$ cat src/rtl/dcache_refill_controller_if.sv
// Bus bundle between the D-cache refill controller, the miss/store logic, memory and the array.
interface dcache_refill_controller_if #(
  parameter int unsigned double_word_offset_width = 3,
  parameter int unsigned line_width               = 6
);
  localparam int unsigned TagWidth  = 32 - double_word_offset_width - 3 - line_width;
  localparam int unsigned BlockSize = 1 << double_word_offset_width;

  logic                    miss_valid;
  logic                    miss_ready;
  logic [31:0]             miss_address;
  logic                    store_valid;
  logic                    store_ready;
  logic [31:0]             store_address;
  logic [63:0]             store_data;
  logic                    mem_req_valid;
  logic                    mem_req_ready;
  logic [31:0]             mem_req_address;
  logic                    mem_resp_valid;
  logic                    mem_resp_ready;
  logic [63:0]             mem_resp_data;
  logic                    write_in;
  logic [line_width-1:0]   write_line_index;
  logic [64*BlockSize-1:0] write_block;
  logic [TagWidth-1:0]     write_tag;
  logic [BlockSize-1:0]    write_mask;
  logic                    refill_done;

  // Controller side.
  modport master (
    input  miss_valid, miss_address, store_valid, store_address, store_data,
           mem_req_ready, mem_resp_valid, mem_resp_data,
    output miss_ready, store_ready, mem_req_valid, mem_req_address, mem_resp_ready,
           write_in, write_line_index, write_block, write_tag, write_mask, refill_done
  );

  // Environment side (miss/store logic, memory, register array).
  modport slave (
    output miss_valid, miss_address, store_valid, store_address, store_data,
           mem_req_ready, mem_resp_valid, mem_resp_data,
    input  miss_ready, store_ready, mem_req_valid, mem_req_address, mem_resp_ready,
           write_in, write_line_index, write_block, write_tag, write_mask, refill_done
  );
endinterface

$ cat src/rtl/dcache_refill_controller.sv
// D-cache write-port controller: block refills from memory and store-hit double-word writes.
module dcache_refill_controller #(
  parameter int unsigned double_word_offset_width = 3,
  parameter int unsigned line_width               = 6
) (
  input logic                        clock,
  input logic                        reset,
  dcache_refill_controller_if.master bus_io
);
  localparam int unsigned Dwo       = double_word_offset_width;
  localparam int unsigned OffWidth  = Dwo + 3;
  localparam int unsigned TagWidth  = 32 - OffWidth - line_width;
  localparam int unsigned BlkWidth  = TagWidth + line_width;
  localparam int unsigned BlockSize = 1 << Dwo;

  typedef enum logic [1:0] {StIdle, StReq, StFill, StCommit} state_e;

  state_e                state_q, state_d;
  logic [Dwo-1:0]        count_q, count_d;
  logic [BlkWidth-1:0]   blk_q, blk_d;  // {tag, line} of the block being refilled
  logic [63:0]           fill_q [BlockSize];
  logic [63:0]           fill_d [BlockSize];
  logic                  req_valid_q, req_valid_d;
  logic                  resp_ready_q, resp_ready_d;
  logic                  write_in_q, write_in_d;
  logic                  refill_done_q, refill_done_d;
  logic [BlockSize-1:0]  write_mask_q, write_mask_d;
  logic [63:0]           write_block_q [BlockSize];
  logic [63:0]           write_block_d [BlockSize];
  logic [TagWidth-1:0]   write_tag_q, write_tag_d;
  logic [line_width-1:0] write_line_q, write_line_d;
  logic                  idle, store_hs;
  logic [Dwo-1:0]        store_slot;
  logic                  unused_addr_bits;

  assign idle       = (state_q == StIdle);
  // A pending miss always wins over a store in the same cycle.
  assign store_hs   = bus_io.store_valid & idle & ~bus_io.miss_valid;
  assign store_slot = bus_io.store_address[OffWidth-1:3];
  assign unused_addr_bits = ^{bus_io.miss_address[OffWidth-1:0], bus_io.store_address[2:0]};

  assign bus_io.miss_ready       = idle;
  assign bus_io.store_ready      = idle & ~bus_io.miss_valid;
  assign bus_io.mem_req_valid    = req_valid_q;
  assign bus_io.mem_req_address  = {blk_q, OffWidth'(0)};
  assign bus_io.mem_resp_ready   = resp_ready_q;
  assign bus_io.write_in         = write_in_q;
  assign bus_io.write_line_index = write_line_q;
  assign bus_io.write_tag        = write_tag_q;
  assign bus_io.write_mask       = write_mask_q;
  assign bus_io.refill_done      = refill_done_q;

  for (genvar j = 0; j < BlockSize; j++) begin : g_pack
    assign bus_io.write_block[64*j +: 64] = write_block_q[j];
  end

  // Next-state and registered-output computation.
  always_comb begin
    state_d       = state_q;
    count_d       = count_q;
    blk_d         = blk_q;
    fill_d        = fill_q;
    write_in_d    = 1'b0;
    refill_done_d = 1'b0;
    write_mask_d  = write_mask_q;
    write_block_d = write_block_q;
    write_tag_d   = write_tag_q;
    write_line_d  = write_line_q;

    unique case (state_q)
      StIdle: begin
        if (bus_io.miss_valid) begin
          blk_d   = bus_io.miss_address[31:OffWidth];
          state_d = StReq;
        end else if (store_hs) begin
          write_in_d                = 1'b1;
          write_mask_d              = '0;
          write_mask_d[store_slot]  = 1'b1;
          write_block_d[store_slot] = bus_io.store_data;
          write_tag_d  = bus_io.store_address[31:32-TagWidth];
          write_line_d = bus_io.store_address[line_width+OffWidth-1:OffWidth];
        end
      end
      StReq: begin
        if (bus_io.mem_req_ready) begin
          count_d = '0;
          state_d = StFill;
        end
      end
      StFill: begin
        if (bus_io.mem_resp_valid) begin
          fill_d[count_q] = bus_io.mem_resp_data;
          if (count_q == Dwo'(BlockSize - 1)) begin
            // Last beat: the assembled block lands on the write port next cycle.
            state_d       = StCommit;
            write_in_d    = 1'b1;
            refill_done_d = 1'b1;
            write_mask_d  = '1;
            write_block_d = fill_d;
            write_tag_d   = blk_q[BlkWidth-1:line_width];
            write_line_d  = blk_q[line_width-1:0];
          end else begin
            count_d = count_q + 1'b1;
          end
        end
      end
      StCommit: begin
        count_d = '0;
        state_d = StIdle;
      end
      default: state_d = StIdle;
    endcase

    req_valid_d  = (state_d == StReq);
    resp_ready_d = (state_d == StFill);
  end

  // Control and write-port registers with synchronous reset.
  always_ff @(posedge clock) begin
    if (reset) begin
      state_q       <= StIdle;
      count_q       <= '0;
      blk_q         <= '0;
      req_valid_q   <= 1'b0;
      resp_ready_q  <= 1'b0;
      write_in_q    <= 1'b0;
      refill_done_q <= 1'b0;
      write_mask_q  <= '0;
      write_block_q <= '{default: '0};
      write_tag_q   <= '0;
      write_line_q  <= '0;
    end else begin
      state_q       <= state_d;
      count_q       <= count_d;
      blk_q         <= blk_d;
      req_valid_q   <= req_valid_d;
      resp_ready_q  <= resp_ready_d;
      write_in_q    <= write_in_d;
      refill_done_q <= refill_done_d;
      write_mask_q  <= write_mask_d;
      write_block_q <= write_block_d;
      write_tag_q   <= write_tag_d;
      write_line_q  <= write_line_d;
    end
  end

  // Beat assembly buffer; every slot is rewritten before it is ever committed.
  always_ff @(posedge clock) begin
    fill_q <= fill_d;
  end
endmodule
$ cat src/flat_wrapper.sv
// flat-port wrapper written by rule: the top's interface ports become plain ports
module dcache_refill_controller_flat 
#(
  parameter int unsigned double_word_offset_width = 3,
  parameter int unsigned line_width               = 6
)
  (clock, reset, bus_io_miss_valid, bus_io_miss_address, bus_io_store_valid, bus_io_store_address, bus_io_store_data, bus_io_mem_req_ready, bus_io_mem_resp_valid, bus_io_mem_resp_data, bus_io_miss_ready, bus_io_store_ready, bus_io_mem_req_valid, bus_io_mem_req_address, bus_io_mem_resp_ready, bus_io_write_in, bus_io_write_line_index, bus_io_write_block, bus_io_write_tag, bus_io_write_mask, bus_io_refill_done);
  dcache_refill_controller_if #(.double_word_offset_width(double_word_offset_width), .line_width(line_width)) bus_io_i ();
  input logic clock;
  input logic reset;
  input wire logic [$bits(bus_io_i.miss_valid)-1:0] bus_io_miss_valid;
  input wire logic [$bits(bus_io_i.miss_address)-1:0] bus_io_miss_address;
  input wire logic [$bits(bus_io_i.store_valid)-1:0] bus_io_store_valid;
  input wire logic [$bits(bus_io_i.store_address)-1:0] bus_io_store_address;
  input wire logic [$bits(bus_io_i.store_data)-1:0] bus_io_store_data;
  input wire logic [$bits(bus_io_i.mem_req_ready)-1:0] bus_io_mem_req_ready;
  input wire logic [$bits(bus_io_i.mem_resp_valid)-1:0] bus_io_mem_resp_valid;
  input wire logic [$bits(bus_io_i.mem_resp_data)-1:0] bus_io_mem_resp_data;
  output wire logic [$bits(bus_io_i.miss_ready)-1:0] bus_io_miss_ready;
  output wire logic [$bits(bus_io_i.store_ready)-1:0] bus_io_store_ready;
  output wire logic [$bits(bus_io_i.mem_req_valid)-1:0] bus_io_mem_req_valid;
  output wire logic [$bits(bus_io_i.mem_req_address)-1:0] bus_io_mem_req_address;
  output wire logic [$bits(bus_io_i.mem_resp_ready)-1:0] bus_io_mem_resp_ready;
  output wire logic [$bits(bus_io_i.write_in)-1:0] bus_io_write_in;
  output wire logic [$bits(bus_io_i.write_line_index)-1:0] bus_io_write_line_index;
  output wire logic [$bits(bus_io_i.write_block)-1:0] bus_io_write_block;
  output wire logic [$bits(bus_io_i.write_tag)-1:0] bus_io_write_tag;
  output wire logic [$bits(bus_io_i.write_mask)-1:0] bus_io_write_mask;
  output wire logic [$bits(bus_io_i.refill_done)-1:0] bus_io_refill_done;
  assign bus_io_i.miss_valid = bus_io_miss_valid;
  assign bus_io_i.miss_address = bus_io_miss_address;
  assign bus_io_i.store_valid = bus_io_store_valid;
  assign bus_io_i.store_address = bus_io_store_address;
  assign bus_io_i.store_data = bus_io_store_data;
  assign bus_io_i.mem_req_ready = bus_io_mem_req_ready;
  assign bus_io_i.mem_resp_valid = bus_io_mem_resp_valid;
  assign bus_io_i.mem_resp_data = bus_io_mem_resp_data;
  assign bus_io_miss_ready = bus_io_i.miss_ready;
  assign bus_io_store_ready = bus_io_i.store_ready;
  assign bus_io_mem_req_valid = bus_io_i.mem_req_valid;
  assign bus_io_mem_req_address = bus_io_i.mem_req_address;
  assign bus_io_mem_resp_ready = bus_io_i.mem_resp_ready;
  assign bus_io_write_in = bus_io_i.write_in;
  assign bus_io_write_line_index = bus_io_i.write_line_index;
  assign bus_io_write_block = bus_io_i.write_block;
  assign bus_io_write_tag = bus_io_i.write_tag;
  assign bus_io_write_mask = bus_io_i.write_mask;
  assign bus_io_refill_done = bus_io_i.refill_done;
  dcache_refill_controller #(.double_word_offset_width(double_word_offset_width), .line_width(line_width)) u_core (.clock(clock), .reset(reset), .bus_io(bus_io_i));
endmodule
$ cat config.mk
export PLATFORM = sky130hd
export DESIGN_NAME = dcache_refill_controller_flat
export DESIGN_NICKNAME = d
export VERILOG_FILES = /design/src/rtl/dcache_refill_controller_if.sv /design/src/rtl/dcache_refill_controller.sv /design/src/flat_wrapper.sv
export SDC_FILE = /design/constraint.sdc
export NUM_CORES = 2
export LEC_CHECK = 0
export CORE_ASPECT_RATIO = 0.75
export CORE_MARGIN = 10
export CORE_UTILIZATION = 53
export DETAILED_ROUTE_END_ITERATION = 8
export GPL_TIMING_DRIVEN = 0
export MAX_ROUTING_LAYER = met4
export PLACE_DENSITY_LB_ADDON = 0.2
export SLEW_MARGIN = 20
export SYNTH_ARGS = -nofsm -noshare
export SYNTH_HDL_FRONTEND = slang
export SYNTH_SLANG_ARGS = --single-unit
export TNS_END_PERCENT = 50
$ cat constraint.sdc
create_clock -name clock -period 19.52 [get_ports clock]
set_input_delay 2.928 -clock clock [delete_from_list [all_inputs] [get_ports clock]]
set_output_delay 2.928 -clock clock [all_outputs]
set_load 0.005 [all_outputs]
==> impl_metrics.ini <==
[logic_synthesis]
synth_compound_area_frac = 0.197
synthSimpleGateAreaFrac = 0.0752
synth.distinct_cells = 55
synth_top_area_share = 0.334
synth-seq-cells = 1093
synth_flop_cell = dfxtp_1
yosysWarnings = 0
ys_seq_area_frac = 0.586
synth_area_leaders = edfxtp_1, dfxtp_1, mux2_2, o221a_2, nand2_1
synthMuxAreaShare = 0.0996
synth-edff-count = 512
synthArstFlopShare = 0
synth_top_area_cell = edfxtp_1
synth-xor-area-share = 0
syn_area_um2 = 46100
synth_top_family_by_area = compound AO/OA/AOI/OAI gates
synth_cells = 3715
syn_area_per_cell_um2 = 12.4
synth_fa_ha_area_frac = 0.000543

[power_and_ir_drop]
p_per_area_nw_per_um2 = 84.0
power.total_mw = 4.96
ir_drop_uv = 72.0
p_leak_nw = 22.2

[sta]
hold_viol = 0
worst_slew_margin_rel = 0.217
clock_skew_ns = 0.0212
report.final.setup_viol = 0
fin_crit_sh = 0.351
rsz0062_at_grt = false
slew_violations = 0
fin_hold_ws_ns = 0.479
final.min_clock_period_ns = 6.85
tightest_slew_ns = 1.17
layout_setup_ws_ns = 12.67
fmax_mhz = 146

[layout]
fillers = 6381
mostFrequentLayoutCell = clkdlybuf4s50_1
layout_common_cells = clkdlybuf4s50_1, dfxtp_1, edfxtp_1, nand2_1, mux2_2
drive_gt1_frac = 0.234
area_growth_pct = 28.2
regArea_um2 = 27000
multi_input_area_um2 = 17200
design_area_um2 = 59100
nets = 4807

[worst_setup_path]
critPathKind = in2out
endpoint_kind = output pin
critPathBufInv = 2
path_cells = buf_2 > nor3_1 > clkdlybuf4s50_1
required_ns = 16.59
worstPathMaxFanout = 7
rrSetupSlack_ns = 15.75
max_stage_delay_ns = 0.58
arrival_ns = 3.93
cp_top_family = buffers and inverters
cp-start-kind = primary input
slowest_stage = clkdlybuf4s50_1

[placement]
port_buffers = 762
place_area_um2 = 55600
finalWeightedCongestion = 0.931
pre_cts_slack_ns = 12.70
hpwl_mm = 144

[floorplanning]
io_pins = 782
die_width_um = 360
coreArea_um2 = 86000
start_util = 0.536
row_count = 93
die_h_um = 275
fp.dieArea_um2 = 99300

[min_path]
hp-class = reg2reg

[clock_tree]
hold_buffers = 0
clk_latency_ns = 0.69
cts_resized = 0
cts_buffer_depth = 3
clock-root-buffer = clkbuf_16
cts_tree = built
cts_buffers = 106
clkSinkCount = 1093
cts_setup_buffers = 0
path_clk_slew_ns = 0.06
ctsHtreeMaxLevel = 3

[grt]
overflow = 0
grt_pass1_vias = 36793
grt_pass1_wl_mm = 276
grt_max_degree = 51
antenna_found_initial = 15
track_usage = 0.394

[route]
wl_mm = 199
route.detailed.wl_per_inst_um = 34.0
ant_nets = 0
drt_iter0_markers = 5259
vias_per_cell = 6.53
drc_errors = 0
drt_first_pass_iters = 7
num_vias = 38215

[run]
max_cap_viol_count = 0

[status]
status = finished, final reports clean
[through the flow]
stage,TNS (ns),std cells,util
after global routing,0,5848,0.687
after detailed placement,0,5639,0.646
after floorplan,0,3720,-
after global placement,-1561.60,5622,0.641
final,0,5851,0.687
after CTS,0,5839,0.686
[synthesized netlist by cell type (2+ instances only)]
library cell and instances:
a21oi_1 39, a311oi_1 26, a31o_2 6, a31oi_1 128, a41o_1 3, and2_1 3
buf_1 22, buf_2 113, buf_4 27, buf_6 20, clkbuf_1 209, clkbuf_2 8
dfxtp_1 581, edfxtp_1 512, ha_1 2, inv_1 2, mux2_2 316, mux2_4 68
nand2_1 489, nand2b_1 66, nand3_1 2, nand3_2 3, nand3b_1 4, nor2_1 140
nor2b_1 4, nor3_1 10, nor3_2 37, nor3b_1 2, o211a_1 103, o211ai_2 3
o21a_1 185, o21ai_0 51, o221a_1 8, o221a_2 305, o22a_1 103, o22ai_1 94
or3b_1 3
[cell type report]
class / instances / share of cell area
diodes: 12 / 0.000508
clock buffers: 170 / 0.0536
flip-flops and latches: 1093 / 0.457
multi-input cells: 2225 / 0.291
repair buffers: 779 / 0.136
inverters: 3 / 0.000191
clock inverters: 30 / 0.00472
well taps: 1140 / 0.0242
plain buffers: 399 / 0.0324
[kinds of logic (layout without fill, tap and decap cells)]
group,Yosys count,after routing
fa+ha+maj,2,2
simple gates,773,773
buf+inv,402,1381
compound gates,1059,1059
other cells,1,18
flops,1093,1093
mux,385,385
[worst reg2reg max path: stages (launching register included)]
cell and delay [ns]:
dfxtp_1 0.43, buf_6 0.23, nor2b_1 0.19, buf_2 0.25, buf_1 0.71, and2_4 0.63, buf_16 0.31, buf_16 0.33
buf_12 0.32
[layer usage]
layer | up-vias | track usage | share of wire
li1 | 15988 | - | -
met5 | - | - | 0
met4 | 0 | 0.209 | 0.060
met2 | 2625 | 0.589 | 0.44
met1 | 19120 | 0.481 | 0.37
met3 | 482 | 0.120 | 0.12
[where the power goes]
group	internal, mW	switching, mW
clock network	1.15	0.927
registers	2.44	0.0258
logic	0.166	0.252
[final timing paths]
| kind | cells past startpoint | startpoint | end |
|---|---|---|---|
| setup / recovery | 3 | bus_io_miss_valid | bus_io_store_ready |
| hold / removal | 2 | u_core.blk_q[13] | u_core.blk_q[13] |
| setup reg to reg | 8 | u_core.state_q[1] | u_core.fill_q[330] |
| hold reg to reg | 2 | u_core.blk_q[13] | u_core.blk_q[13] |
[state kept, by name, summed over array words and instances, names as in the netlist]
signal and cells:
u_core.bus_io.write_line_index 6, u_core.bus_io.mem_req_valid 1, u_core.bus_io.write_tag 20, u_core.count_q 3, u_core.state_q 2, u_core.blk_q 26
u_core.bus_io.refill_done 1, u_core.bus_io.mem_resp_ready 1, u_core.bus_io.write_block 512, u_core.bus_io.write_in 1, u_core.bus_io.write_mask 8, u_core.fill_q 512
(Power assumes the default switching activity.)
